--- src/rtl/ball_move_ctrl.sv ---
// ball_move_ctrl: per-frame ball stepper with wall checks and goal latch; `define BALL_DIAG_EN to move both axes at once
module ball_move_ctrl #(
  parameter int X_START  = 30,
  parameter int Y_START  = 30,
  parameter int BALL_W   = 10,
  parameter int STEP_MAX = 4,
  parameter int X_MIN    = 0,
  parameter int X_MAX    = 630,
  parameter int Y_MIN    = 0,
  parameter int Y_MAX    = 470,
  parameter int GOAL_X0  = 449,
  parameter int GOAL_X1  = 459,
  parameter int GOAL_Y0  = 20,
  parameter int GOAL_Y1  = 46
) (
  input  logic        clk,
  input  logic        rst,
  input  logic        frame_tick,
  input  logic        dir_up,
  input  logic        dir_down,
  input  logic        dir_left,
  input  logic        dir_right,
  input  logic        stop_up,
  input  logic        stop_down,
  input  logic        stop_left,
  input  logic        stop_right,
  output logic [10:0] x_ball,
  output logic [10:0] y_ball,
  output logic [4:0]  ball_width,
  output logic        busy,
  output logic        win
);
  localparam logic [10:0] XS  = 11'(X_START);
  localparam logic [10:0] YS  = 11'(Y_START);
  localparam logic [10:0] XLO = 11'(X_MIN);
  localparam logic [10:0] XHI = 11'(X_MAX);
  localparam logic [10:0] YLO = 11'(Y_MIN);
  localparam logic [10:0] YHI = 11'(Y_MAX);
  localparam logic [10:0] GX0 = 11'(GOAL_X0);
  localparam logic [10:0] GX1 = 11'(GOAL_X1 - BALL_W + 1);
  localparam logic [10:0] GY0 = 11'(GOAL_Y0);
  localparam logic [10:0] GY1 = 11'(GOAL_Y1 - BALL_W + 1);
  localparam logic [3:0]  SMX = 4'(STEP_MAX);
  typedef enum logic [1:0] {IDLE, SETTLE, STEP, WIN} state_t;
  state_t state;
  logic [3:0] dir_q, step_cnt;
  logic mv_r, mv_l, mv_d, mv_u, h_mv, v_mv, moved, goal;
  logic [10:0] x_nxt, y_nxt;
  assign ball_width = 5'(BALL_W);
  // dir_q = {up, down, left, right}; opposing requests cancel per axis
  always_comb begin
    mv_r  = dir_q[0] && !dir_q[1] && !stop_right && x_ball < XHI;
    mv_l  = dir_q[1] && !dir_q[0] && !stop_left  && x_ball > XLO;
    mv_d  = dir_q[2] && !dir_q[3] && !stop_down  && y_ball < YHI;
    mv_u  = dir_q[3] && !dir_q[2] && !stop_up    && y_ball > YLO;
    h_mv  = mv_r || mv_l;
`ifdef BALL_DIAG_EN
    v_mv  = mv_d || mv_u;
`else
    v_mv  = (mv_d || mv_u) && !h_mv;
`endif
    moved = h_mv || v_mv;
    x_nxt = mv_r ? x_ball + 11'd1 : mv_l ? x_ball - 11'd1 : x_ball;
    y_nxt = !v_mv ? y_ball : mv_d ? y_ball + 11'd1 : y_ball - 11'd1;
    goal  = x_nxt >= GX0 && x_nxt <= GX1 && y_nxt >= GY0 && y_nxt <= GY1;
  end
  always_ff @(posedge clk) begin
    if (rst) begin
      state    <= IDLE;
      x_ball   <= XS;
      y_ball   <= YS;
      busy     <= 1'b0;
      win      <= 1'b0;
      step_cnt <= 4'd0;
      dir_q    <= 4'd0;
    end else begin
      case (state)
        IDLE: if (frame_tick && (dir_up || dir_down || dir_left || dir_right)) begin
          dir_q    <= {dir_up, dir_down, dir_left, dir_right};
          step_cnt <= SMX;
          busy     <= 1'b1;
          state    <= SETTLE;
        end
        SETTLE: state <= STEP;
        STEP: begin
          x_ball   <= x_nxt;
          y_ball   <= y_nxt;
          step_cnt <= moved ? step_cnt - 4'd1 : step_cnt;
          if (!moved || step_cnt == 4'd1 || goal) busy <= 1'b0;
          win      <= win || (moved && goal);
          state    <= !moved ? IDLE : goal ? WIN : step_cnt == 4'd1 ? IDLE : SETTLE;
        end
        default: state <= WIN;
      endcase
    end
  end
endmodule

--- config.mk ---
export PLATFORM = sky130hd
export DESIGN_NAME = ball_move_ctrl
export DESIGN_NICKNAME = d
export VERILOG_FILES = /design/src/rtl/ball_move_ctrl.sv
export SDC_FILE = /design/constraint.sdc
export NUM_CORES = 1
export LEC_CHECK = 0
export CELL_PAD_IN_SITES_DETAIL_PLACEMENT = 0
export CELL_PAD_IN_SITES_GLOBAL_PLACEMENT = 1
export CORE_MARGIN = 2
export CORE_UTILIZATION = 35
export DETAILED_ROUTE_END_ITERATION = 7
export PLACE_DENSITY = 0.8
export SYNTH_ARGS = -nofsm -noshare
export SYNTH_HDL_FRONTEND = slang
export SYNTH_SLANG_ARGS = --single-unit
--- constraint.sdc ---
create_clock -name clk -period 4.2 [get_ports clk]
set_clock_uncertainty 0.1 [all_clocks]
set_input_delay 0.42 -clock clk [delete_from_list [all_inputs] [get_ports clk]]
set_output_delay 0.42 -clock clk [all_outputs]
set_load 0.005 [all_outputs]
# Word level (Yosys, flattened, before mapping)
# Cells that the tools add are included.
[word_totals] regBits=34 input_bits=11 output_inout_bits=29
[classes] reduce_logical=42 order_cmp=8 addsub=5 n_mux=15 n_eq_ne=6
[op_table] operator="$mux 11" n=4
[op_table] operator="$add 11x1->11 const B" n=2
[op_table] operator="$gt 11x1->1 const B" n=2
[op_table] operator="$sub 11x1->11 const B" n=2
[op_table] operator="$logic_and 1x1->1" n=18
[op_table] operator="$ge 11x5->1 const B" n=1
[op_table] operator="$ge 11x9->1 const B" n=1
[op_table] operator="$le 11x6->1 const B" n=1
[op_table] operator="$le 11x9->1 const B" n=1
[op_table] operator="$lt 11x10->1 const B" n=1
[op_table] operator="$lt 11x9->1 const B" n=1
[op_table] operator="$logic_not 1->1" n=10
[op_table] operator="$logic_or 1x1->1" n=9
[op_table] operator="$mux 4" n=2
[op_table] operator="$pmux 4 s2" n=1
[op_table] operator="$mux 2" n=3
[op_table] operator="$ne 2x2->1 const B" n=3
[op_table] operator="$pmux 2 s3" n=1
[op_table] operator="$reduce_and 3->1" n=2
[op_table] operator="$eq 4x1->1 const B" n=1
[op_table] operator="$sub 4x1->4 const B" n=1
[op_table] operator="$mux 1" n=3
[op_table] operator="$eq 2x1->1 const B" n=1
[op_table] operator="$eq 2x2->1 const B" n=1
[op_table] operator="other kinds (4)" n=4

# Depth between registers and ports, before layout
# Gate-level depths: netlist (run 1).
[logic_depth] ltp_word=14 mapped_depth=12

# Worst setup path before layout (run 1)
# No wires, ideal clock.
[synth_timing] path_kind="reg-to-reg" start="register y_ball[5]" end="register busy" required_time_ns=4.040 setup_time_ns=0.060 n_path_buf=0 synth_period_minus_slack_ns=3.363 path_stages_with_launch=13 path_slack_ns=0.837 arrival_time_ns=3.204 cell_sequence="dfxtp_1 > o2111ai_1 > o211a_1 > inv_1 > ha_1 > a211oi_1 > o21bai_1 > a2111o_1 > a2111o_1 > o311ai_0 > nor3_1 > o2111ai_2 > a41o_1"
[synth_via] elab_chain_len=11 word_cells_on_any_way=20 cone_classes="add/sub: 2; order compare: 4; eq/ne: 1; mux: 2; reduce/logical: 11"
[synth_lines] item="start, declared" line="28" source="output logic [10:0] y_ball,"
[synth_lines] item="start signal, assigned" line="87" source="y_ball <= y_nxt;"
[synth_lines] item="$lt 11x9->1 / $gt 11x1->1 (equally long branches)" line="54, 55"
[synth_lines] item="$logic_and 1x1->1 (on tied branches)" line="54, 55"
[synth_lines] item="$logic_or 1x1->1" line="60" source="v_mv = (mv_d || mv_u) && !h_mv;"
[synth_lines] item="$logic_and 1x1->1" line="60"
[synth_lines] item="$mux 11" line="64" source="y_nxt = !v_mv ? y_ball : mv_d ? y_ball + 11'd1 : y_ball - 11'd1;"
[synth_lines] item="$ge 11x5->1" line="65" source="goal = x_nxt >= GX0 && x_nxt <= GX1 && y_nxt >= GY0 && y_nxt <= GY1;"
[synth_lines] item="$logic_and 1x1->1 (2 in a row)" line="65"
[synth_lines] item="$logic_or 1x1->1 *" line="89" source="if (!moved || step_cnt == 4'd1 || goal) busy <= 1'b0;"
[synth_lines] item="$ne 2x2->1 (no line) *"
[synth_lines] item="$reduce_and 3->1 (no line) *"
[synth_lines] item="end signal, assigned" line="72" source="busy <= 1'b0;"
[synth_lines] item="end signal, assigned" line="81" source="busy <= 1'b1;"
[synth_lines] item="end signal, assigned" line="89"
[synth_lines] item="end, declared" line="30" source="output logic busy,"
# Mark *: on every way between the ends. The rest lies on a longest branch, timed or not.
# A chain may end at the register's enable or synchronous reset.

# Worst setup path in the final report (run 1)
[layout_timing] start="input stop_down" end="register busy"
[layout_via] elab_chain_len=12 word_cells_on_any_way=17 cone_classes="order compare: 2; eq/ne: 1; mux: 2; reduce/logical: 12"
[layout_lines] item="start, declared" line="24" source="input logic stop_down,"
[layout_lines] item="$logic_not 1->1 *" line="54" source="mv_d = dir_q[2] && !dir_q[3] && !stop_down && y_ball < YHI;"
[layout_lines] item="$logic_and 1x1->1 * (2 in a row)" line="54"
[layout_lines] item="$logic_or 1x1->1" line="60"
[layout_lines] item="$logic_and 1x1->1" line="60"
[layout_lines] item="$mux 11" line="64"
[layout_lines] item="$ge 11x5->1" line="65"
[layout_lines] item="$logic_and 1x1->1 (2 in a row)" line="65"
[layout_lines] item="$logic_or 1x1->1 *" line="89"
[layout_lines] item="$ne 2x2->1 (no line) *"
[layout_lines] item="$reduce_and 3->1 (no line) *"
# Marked as above.

==> summary.md, run 1 <==
| Metric | Value |
|---|---|
| Min Clock Period, post-route | `roughly 3.7 ns` |
| Maximum VDD drop | `127 uV` |
| Bufs on Longest Clock Path | `2` |
| Status | `finished, final reports clean` |
| Vias in the first global route | `2,570` |
| Area growth, synth to finish | `17.7%` |
| Grt ovf | `0` |
| CTS H-tree depth | `2` |
| Synth cell types | `75` |
| TNS Setup | `0 ns` |
| Max-slew violation count | `0` |
| RSZ-0062 raised after global routing | `no` |
| Critical-path cell list | `clkdlybuf4s50_1 -> nor3b_1 -> o211a_1 -> inv_1 -> ha_1 -> a211oi_1 -> o21bai_1 -> a2111o_1 -> a2111o_1 -> o311ai_0 -> nor3_1 -> o2111ai_2 -> a41o_1` |
| Num rows | `32` |
| Routed vias/inst | `5.58` |
| Via count | `between 2,000 and 3,000` |
| Critical path arrival | `3.81 ns` |
| Final WS setup | `0.522 ns` |
| FFs w/ async S/R, synth | `0` |
| Crit path max-delay family | `compound AO/OA/AOI/OAI gates` |
| Rel. slew slack | `0.613` |
| Routed length per placed instance | `between 15 and 20 microns` |
| Buf+Inv Stages, Crit Path | `2` |
| Startpoint Class | `input pin` |
| Final instance area | `3250 sq um` |
| Final net count | `399` |
| Remaining DRCs | `0` |
| DIE HEIGHT | `92.8 microns` |
| Drt pass-1 iters | `4` |
| Pwr Total | `0.000745 W` |
| Hpwl dp | `5330 microns` |
| CTS buffer count | `5` |
| Worst-Margin Slew | `0.575 ns` |
| Worst-Skew Late Latency | `0.29 ns` |
| Hold-fix buffers, CTS | `0` |
| Synth area leaders | `dfxtp_1, ha_1, nand2_1` |
| Cell Count, Final, Fillers Out | `477` |
| Starting Density | `0.359` |
| Leakage | `1.13 nW` |
| Post-synth top flop | `dfxtp_1` |
| Largest net degree at the start of global routing | `23` |
| WS Path Type | `input pin to flop` |
| CTS Sinks | `34` |
| Initial antenna violation count | `0` |
| Port bufs | `34` |
| Antenna diodes | `0` |
| Final period util | `0.876` |
| I/O pins | `40` |
| Top cell by count, worst path | `a2111o_1` |
| Share of layout cells above drive strength 1 | `0.0907` |
| Max-capacitance violation count | `0` |
| Top cell type's share of synthesized area | `0.247` |
| Hold Vio Cnt, Final | `0` |
| First-pass GRT wire length | `about 12,000 microns` |
| Worst Path Required | `4.33 ns` |
| # Post-CTS Setup Buffers | `0` |
| Gpl congestion | `0.886` |
| Sequential area share after synthesis | `0.247` |
| Die ar. | `8610 sq um` |
| Fillers | `805` |
| Final WL | `about 7200 microns` |
| Critical path capture point type | `flop` |
| #FFs+latches synth | `34` |
| Root Driver | `clkbuf_8` |
| CTS tree | `yes` |
| Synthesized cell area | `2760 sq um` |
| Crit Path Max Fanout | `4` |
| CP max stage delay | `0.44 ns` |
| Synthesis Warnings | `0` |
| CORE AREA | `7690 sq um` |
| Cells after synthesis | `347` |
| Number of synthesized flops with an enable pin | `0` |
| Dpl cells | `469` |
| Antenna Nets Post-Route | `0` |
| Total GRT Usage | `0.173` |
| # resized after CTS | `0` |
| Highest clock rate | `272 MHz` |
| Mean Syn Cell Area | `7.95 sq um` |
| Area leader, netlist | `dfxtp_1` |
| Initial drt markers | `133` |
| Die X | `92.8 microns` |
| Hold Crit Class | `flop to flop` |
| Pre-CTS setup slack | `roughly 0.23 ns` |
| CTS clk-pin slew, worst paths | `0.07 ns` |
| PD cells | `229 nW/um^2` |
| Post-DP Area | `between 3000 and 4000 sq um` |
| Slowest-stage cell, CP | `a2111o_1` |
| Final setup violation count | `0` |
==> per-stage QoR <==
step                      hold WS [ns]   util
after floorplan                  0.352      -
after global placement           0.369  0.410
after detailed placement         0.353  0.410
after CTS                        0.387  0.423
after global routing             0.405  0.423
final                            0.389  0.423
==> cells in the mapped netlist, types with 4 or more instances <==
| master | number |
|---|---|
| nand2_1 | 38 |
| dfxtp_1 | 34 |
| nor2_1 | 30 |
| a21oi_1 | 25 |
| o21ai_0 | 15 |
| inv_1 | 14 |
| ha_1 | 13 |
| xnor2_1 | 13 |
| nand3_1 | 12 |
| buf_4 | 9 |
| clkbuf_1 | 9 |
| nor3_1 | 9 |
| xor2_1 | 9 |
| a211oi_1 | 8 |
| and3_1 | 6 |
| nand4_1 | 6 |
| mux2i_1 | 5 |
| a22o_1 | 4 |
| nand2b_1 | 4 |
| nor4_1 | 4 |
| o211ai_1 | 4 |
==> state kept, by name, summed over array words and instances (netlist names) <==
signal	count
busy	1
dir_q	4
state	2
step_cnt	4
win	1
x_ball	11
y_ball	11
==> tightest hold or removal path, cell delays in order, from the launching register on <==
cell	delay (ns)
dfxtp_1	0.35
nand2_1	0.07
o41ai_2	0.04
==> worst paths after layout <==
path         cells past startpoint       from  endpoint  slack (ns)
max                             13  stop_down      busy        0.52
min                              2        win       win        0.39
max reg2reg                     12  y_ball[8]      busy        0.59
min reg2reg                      2        win       win        0.39
==> report_power, final <==
group	internal (W)	leakage (nW)	total [W]	switching, W
Sequential	0.000332	0.276	0.000343	0.0000117
Combinational	0.0000633	0.812	0.000142	0.0000792
Clock	0.000132	0.0472	0.000260	0.000128
Total	0.000527	1.13	0.000745	0.000218
==> layer usage <==
layer / GRT usage / up-vias / share of wire
li1: - / 1326 / -
met1: 0.233 / 1260 / 0.48
met2: 0.286 / 66 / 0.46
met3: 0.0285 / 12 / 0.043
met4: 0.0453 / 0 / 0.014
met5: 0 / - / 0
==> cell type report <==
| type | instances | area, sq um | area share |
|---|---|---|---|
| well taps | 102 | 128 | 0.0393 |
| flip-flops and latches | 34 | 681 | 0.210 |
| clock inverters | 2 | 12.5 | 0.00385 |
| inverters | 14 | 52.6 | 0.0162 |
| repair buffers | 40 | 385 | 0.119 |
| clock buffers | 6 | 82.6 | 0.0254 |
| multi-input cells | 279 | 1910 | 0.587 |
==> cells by family after synthesis <==
family	after synthesis	share of synthesized area
DFF	34	0.247
muxes	6	0.0222
adders and majority gates	14	0.0662
other	2	0.00272
and+or+nand+nor	135	0.261
xor gates and xnor gates	22	0.0698
buffers and inverters	37	0.0666
AOI/OAI and AO/OA	97	0.265
==> layout by cell type (no fill, tap or decap), types with 5 or more instances in the layout <==
cell type / n
a21oi_1: 25
nand3_1: 12
mux2i_1: 5
nand4_1: 6
clkbuf_8: 6
dfxtp_1: 34
and3_1: 6
clkdlybuf4s50_1: 34
inv_1: 14
xnor2_1: 13
nor3_1: 9
buf_4: 6
nand2_1: 38
a211oi_1: 8
conb_1: 5
o21ai_0: 15
xor2_1: 9
nor2_1: 30
ha_1: 13
No activity file was read; power rests on OpenSTA's default activity.
==> run 2: changes to the inputs <==
--- a/config.mk
+++ b/config.mk
@@ -8,9 +8,9 @@
 export CELL_PAD_IN_SITES_DETAIL_PLACEMENT = 0
 export CELL_PAD_IN_SITES_GLOBAL_PLACEMENT = 1
 export CORE_MARGIN = 2
-export CORE_UTILIZATION = 35
+export CORE_UTILIZATION = 41
 export DETAILED_ROUTE_END_ITERATION = 7
-export PLACE_DENSITY = 0.8
+export PLACE_DENSITY = 0.9
 export SYNTH_ARGS = -nofsm -noshare
 export SYNTH_HDL_FRONTEND = slang
 export SYNTH_SLANG_ARGS = --single-unit
==> run 2 against run 1 <==
  * Combinational power is essentially flat
  * Register-to-register slack worse by 0.30 ns
  * Final cell count decreased by 5.7%
  * Global-route usage up 2.3 points
  * Flip-flop and latch count is the same
  * Clock power barely moved
  * Sequential share of layout area is 0.29 points higher
  * Core utilization increased by 7.6 points
  * Maximum frequency is 6.1% lower
  * Critical endpoint unchanged
  * Highest routed layer unchanged
==> summary.md, run 2 (synthesized netlist as in run 1, its figures left out) <==
| Metric | Value |
|---|---|
| Status | `finished, final reports clean` |
| Die X | `86.1 microns (-7.3%)` |
| Highest clock rate | `255 MHz (-6.1%)` |
| Critical-path cell list | `clkdlybuf4s50_1 -> nor3b_1 -> o211a_1 -> inv_1 -> ha_1 -> a211oi_1 -> o21bai_1 -> a2111o_1 -> a2111o_1 -> o311ai_0 -> nor3_1 -> o2111ai_2 -> a41o_1` |
| CP max stage delay | `0.45 ns (about the same)` |
| Routed vias/inst | `5.89 (+5.5%)` |
| Final WL | `7060 microns (-2.4%)` |
| Slowest-stage cell, CP | `a2111o_1` |
| Hpwl dp | `5190 microns (-2.6%)` |
| Share of layout cells above drive strength 1 | `0.0858 (-0.00488)` |
| Top cell by count, worst path | `a2111o_1` |
| Critical path capture point type | `flop` |
| TNS Setup | `0 ns (unchanged)` |
| Hold Vio Cnt, Final | `0 (unchanged)` |
| Antenna diodes | `0 (unchanged)` |
| Starting Density | `0.430 (+0.0707)` |
| CTS tree | `yes` |
| CTS buffer count | `5 (unchanged)` |
| Max-capacitance violation count | `0 (unchanged)` |
| DIE HEIGHT | `86.1 microns (-7.3%)` |
| Worst r2r path cells | `12 (unchanged)` |
| Port bufs | `34 (unchanged)` |
| Worst Path Required | `4.34 ns (about the same)` |
| Largest net degree at the start of global routing | `23 (unchanged)` |
| Leakage | `1.12 nW (-0.96%)` |
| Hold path depth | `2 (unchanged)` |
| Startpoint Class | `input pin` |
| Max-slew violation count | `0 (unchanged)` |
| Total GRT Usage | `0.195 (+0.0226)` |
| Final setup violation count | `0 (unchanged)` |
| Root Driver | `clkbuf_8` |
| CTS H-tree depth | `2 (unchanged)` |
| R2r startpoint | `y_ball[5]` |
| Gpl congestion | `0.880 (-0.67%)` |
| Worst-Skew Late Latency | `0.29 ns (about the same)` |
| Remaining DRCs | `0 (unchanged)` |
| Maximum VDD drop | `126 uV (-0.79%)` |
| Hold Crit Class | `flop to flop` |
| Hold-fix buffers, CTS | `0 (unchanged)` |
| Min Clock Period, post-route | `3.92 ns (+0.241 ns)` |
| Final net count | `397 (-0.50%)` |
| RSZ-0062 raised after global routing | `no` |
| Final Util | `0.499 (+0.0762)` |
| Critical path arrival | `4.06 ns (+0.25 ns)` |
| Fillers | `641 (-20%)` |
| Vias in the first global route | `2,463 (-4.2%)` |
| Bufs on Longest Clock Path | `2 (unchanged)` |
| Rel. slew slack | `0.329 (-0.283)` |
| Via count | `2,651 (-0.49%)` |
| Antenna Nets Post-Route | `0 (unchanged)` |
| Worst-Margin Slew | `1.00 ns (+0.429 ns)` |
| FF-to-FF End | `busy` |
| WS Path Type | `input pin to flop` |
| CTS clk-pin slew, worst paths | `0.07 ns (about the same)` |
| Num rows | `29 (-9.4%)` |
| Drt pass-1 iters | `4 (unchanged)` |
| Grt ovf | `0 (unchanged)` |
| Most frequent cells in the layout | `nand2_1, dfxtp_1, clkdlybuf4s50_1, nor2_1, a21oi_1` |
| # Post-CTS Setup Buffers | `0 (unchanged)` |
| Area growth, synth to finish | `16.0%` |
| Worst reg2reg setup slack | `0.29 ns (-0.30 ns)` |
| Hold EP | `win` |
| Final period util | `0.933 (+0.0573)` |
| CTS Sinks | `34 (unchanged)` |
| Hold path start | `win` |
| Top Registers | `x_ball x11, y_ball x11` |
| Die ar. | `7400 sq um (-14%)` |
| I/O pins | `40 (unchanged)` |
| Commonest non-fill, non-tap cell in the layout | `nand2_1` |
| First-pass GRT wire length | `11,600 microns (-5.1%)` |
| Initial antenna violation count | `0 (unchanged)` |
| CORE AREA | `6420 sq um (-16%)` |
| PD cells | `233 nW/um^2 (+1.4%)` |
| # resized after CTS | `0 (unchanged)` |
| Routed length per placed instance | `15.7 microns (+3.4%)` |
| Initial drt markers | `131 (-1.5%)` |
| Crit Path Max Fanout | `9 (+5)` |
-- run 2: cell type report --
type,instances,area (sq um),area share
clock inverters,1,5.00,0.00156
flip-flops and latches,34,681,0.213
multi-input cells,279,1910,0.597
repair buffers,38,370,0.116
well taps,77,96.3,0.0301
inverters,14,52.6,0.0164
clock buffers,7,86.3,0.0270
-- run 2: per-stage QoR --
stage	hold slack (ns)	std cells	total power, W	cell area (sq um)	setup WS [ns]
after floorplan	0.352	350	0.000453	2770	0.837
after global placement	0.374	442	0.000490	3110	0.197
after detailed placement	0.357	442	0.000491	3110	0.0358
after CTS	0.406	450	0.000750	3200	0.250
after global routing	0.430	450	0.000784	3200	0.0556
final	0.404	450	0.000745	3200	0.281
-- run 2: worst max-delay path, delay by kind of cell --
kind | cells | cell delay, ns
compound gates | 8 | 2.33
fa+ha+maj | 1 | 0.35
buf+inv | 2 | 0.59
simple gates | 2 | 0.37
-- run 2: where the power goes --
part	switching (W)	leakage, nW	internal (W)
clock network	0.000127	0.0482	0.000132
registers	0.0000113	0.276	0.000332
logic	0.0000804	0.800	0.0000626
-- run 2: worst max path at each step --
stage,startpoint,depth (start not counted),endpoint,slack [ns]
2_1_floorplan,y_ball[5],12,busy,0.84
3_3_place_gp,stop_down,13,busy,0.20
3_5_place_dp,stop_down,13,busy,0.04
4_1_cts,y_ball[5],12,busy,0.25
5_1_grt,stop_down,13,busy,0.06
6_report,stop_down,13,busy,0.28
-- run 2: routing by layer --
layer | global-route usage | share of wire | vias to the layer above | wire (microns)
met4 | 0.0794 | 0.022 | 0 | 153
met5 | 0 | 0 | - | 0
met3 | 0.0337 | 0.049 | 15 | 349
li1 | - | - | 1318 | -
met2 | 0.314 | 0.46 | 84 | 3250
met1 | 0.259 | 0.47 | 1234 | 3310
==> run 3: changes to the inputs <==
--- a/config.mk
+++ b/config.mk
@@ -10,7 +10,9 @@
 export CORE_MARGIN = 2
 export CORE_UTILIZATION = 41
 export DETAILED_ROUTE_END_ITERATION = 7
+export GPL_TIMING_DRIVEN = 0
 export PLACE_DENSITY = 0.9
+export SLEW_MARGIN = 5
 export SYNTH_ARGS = -nofsm -noshare
 export SYNTH_HDL_FRONTEND = slang
 export SYNTH_SLANG_ARGS = --single-unit
==> run 3 against run 2 <==
  * Register-to-register slack improved by 0.06 ns
  * Sequential share of layout area down 0.79 points
  * Worst hold slack worse by 0.027 ns
  * Critical path depth unchanged
  * Power increased by 8.3%
  * Via count rose by 2.9%
  * Critical path type unchanged
  * Largest power group unchanged
  * Wire length is 1.7% higher
==> summary.md, run 3 (synthesized netlist as in run 1, its figures left out) <==
| Metric | Value |
|---|---|
| Final setup violation count | `0 (unchanged)` |
| Via count | `2,728 (+2.9%)` |
| Hold Vio Cnt, Final | `0 (unchanged)` |
| I/O pins | `40 (unchanged)` |
| Slowest-stage cell, CP | `a2111o_1` |
| Critical path capture point type | `flop` |
| CTS clk-pin slew, worst paths | `0.07 ns (about the same)` |
| Starting Density | `0.430 (unchanged)` |
| Storage element area | `681 sq um (unchanged)` |
| Remaining DRCs | `0 (unchanged)` |
| Root Driver | `clkbuf_8` |
| Num rows | `29 (unchanged)` |
| First-pass GRT wire length | `11,600 microns (-0.53%)` |
| Startpoint Class | `input pin` |
| Port bufs | `34 (unchanged)` |
| Routed length per placed instance | `15.3 microns (-2.4%)` |
| Share of layout cells above drive strength 1 | `0.107 (+0.0214)` |
| Crit path max-delay family | `compound AO/OA/AOI/OAI gates` |
| Grt ovf | `0 (unchanged)` |
| Fillers | `618 (-3.6%)` |
| Multi-input gate area | `1910 sq um (unchanged)` |
| Final Util | `0.518 (+0.0193)` |
| PD cells | `243 nW/um^2 (+4.2%)` |
| Max-slew violation count | `0 (unchanged)` |
| Drt pass-1 iters | `4 (unchanged)` |
| Gpl congestion | `0.870 (-1.2%)` |
| Initial drt markers | `154 (+18%)` |
| Total GRT Usage | `0.194 (-0.00148)` |
| Buf+Inv Stages, Crit Path | `2 (unchanged)` |
| Rel. slew slack | `0.571 (+0.242)` |
| Worst Path Required | `4.34 ns (about the same)` |
| Highest clock rate | `257 MHz (+0.65%)` |
| Top Registers | `x_ball x11, y_ball x11` |
| RSZ-0062 raised after global routing | `no` |
| Final period util | `0.927 (-0.00603)` |
| CTS H-tree depth | `2 (unchanged)` |
| Status | `finished, final reports clean` |
| CP max stage delay | `0.46 ns (about the same)` |
| Area growth, synth to finish | `20.5%` |
| CORE AREA | `6420 sq um (unchanged)` |
| Critical-path cell list | `clkdlybuf4s50_1 -> nor3b_1 -> o211a_1 -> inv_1 -> ha_1 -> a211oi_2 -> o21bai_1 -> a2111o_1 -> a2111o_1 -> o311ai_0 -> nor3_1 -> o2111ai_2 -> a41o_1` |
| Hold Crit Class | `flop to flop` |
| Worst reg2reg setup slack | `0.35 ns (+0.06 ns)` |
| Commonest non-fill, non-tap cell in the layout | `nand2_1` |
| Critical path arrival | `4.04 ns (-0.02 ns)` |
| R2r startpoint | `y_ball[2]` |
| Initial antenna violation count | `0 (unchanged)` |
| Post-DP Area | `3210 sq um (+3.3%)` |
| DIE HEIGHT | `86.1 microns (unchanged)` |
| Bufs on Longest Clock Path | `2 (unchanged)` |
| Largest net degree at the start of global routing | `13 (-43%)` |
| Crit Path Max Fanout | `9 (unchanged)` |
| CTS Sinks | `34 (unchanged)` |
| Top cell by count, worst path | `a2111o_1` |
| Vias in the first global route | `2,454 (-0.37%)` |
| Min Clock Period, post-route | `3.89 ns (-0.0253 ns)` |
| Hold path start | `win` |
| Die X | `86.1 microns (unchanged)` |
| Hold path depth | `2 (unchanged)` |
| Most frequent cells in the layout | `nand2_1, dfxtp_1, clkdlybuf4s50_1, nor2_1, a21oi_1` |
| Worst-Margin Slew | `0.643 ns (-0.361 ns)` |
| Routed vias/inst | `5.82 (-1.3%)` |
| Worst-Skew Late Latency | `0.30 ns (about the same)` |
| Hold-fix buffers, CTS | `0 (unchanged)` |
| CTS tree | `yes` |
| Maximum VDD drop | `158 uV (+25%)` |
| Final WL | `7180 microns (+1.7%)` |
| Hpwl dp | `5270 microns (+1.5%)` |
| Antenna diodes | `0 (unchanged)` |
| Final instance area | `3330 sq um (+3.9%)` |
| Hold EP | `win` |
| CTS buffer count | `5 (unchanged)` |
| Leakage | `1.18 nW (+5.0%)` |
| Antenna Nets Post-Route | `0 (unchanged)` |
| Final net count | `416 (+4.8%)` |
| Die ar. | `7400 sq um (unchanged)` |
| Max-capacitance violation count | `0 (unchanged)` |
| WS Path Type | `input pin to flop` |
| Worst r2r path cells | `12 (unchanged)` |
| FF-to-FF End | `busy` |
## run 3: changes by cell type in the layout (fill, tap and decap cells not counted), sizes merged
cell and change:
bufinv +1, clkinvlp +2, clkbuf +7, buf +10, clkinv -1
## run 3: how the worst max path moves through the flow
| stage | cells past startpoint | from | endpoint | slack [ns] |
|---|---|---|---|---|
| final | 13 | stop_down | busy | 0.31 |
| after CTS | 13 | stop_down | busy | 0.17 |
| after global routing | 13 | stop_down | busy | 0.11 |
| after floorplan | 12 | y_ball[5] | busy | 0.84 |
| after detailed placement | 13 | stop_down | busy | -0.14 |
| after global placement | 13 | stop_down | busy | -0.10 |
## run 3: metal layers
layer	track usage	share of wire	vias up
li1	-	-	1361
met3	0.0366	0.052	13
met4	0.0635	0.015	0
met5	0	0	-
met1	0.257	0.47	1285
met2	0.316	0.47	69
## run 3: area by class of cell
cell class	instances	area share
clock buffers	5	0.0207
flip-flops and latches	34	0.205
well taps	77	0.0290
inverters	14	0.0158
multi-input cells	279	0.575
clock inverters	3	0.0135
repair buffers	34	0.102
plain buffers	23	0.0395
## run 3: per-stage QoR
stage                     setup WS (ns)  setup TNS, ns  cells  total power, W  hold WS [ns]
final                             0.307              0    469        0.000807         0.377
after global routing              0.115              0    469        0.000844         0.423
after CTS                         0.166              0    469        0.000809         0.379
after detailed placement         -0.137         -0.419    461        0.000496         0.352
after global placement           -0.104         -0.304    461        0.000495         0.361
after floorplan                   0.837              0    350        0.000453         0.352
## run 3: worst register-to-register path, delay by kind of cell, from the launching register on
| family | cells | cell delay (ns) |
|---|---|---|
| and+or+nand+nor | 1 | 0.16 |
| adders and majority gates | 1 | 0.36 |
| buffers and inverters | 1 | 0.21 |
| DFF | 1 | 0.38 |
| AOI/OAI and AO/OA | 9 | 2.58 |
## run 3: repair_timing
| action | CTS | global route |
|---|---|---|
| setup endpoints to repair | 0 | 1 |
| endpoints found under the hold margin | 0 | 0 |
| gates resized for setup | 0 | 1 |
| buffers inserted | 0 | 0 |
## run 3: power by group
part	leakage, nW	switching, W	internal [W]	total (W)
Combinational	0.854	0.0000832	0.0000659	0.000149
Sequential	0.276	0.00000995	0.000332	0.000342
Clock	0.0504	0.000139	0.000177	0.000316
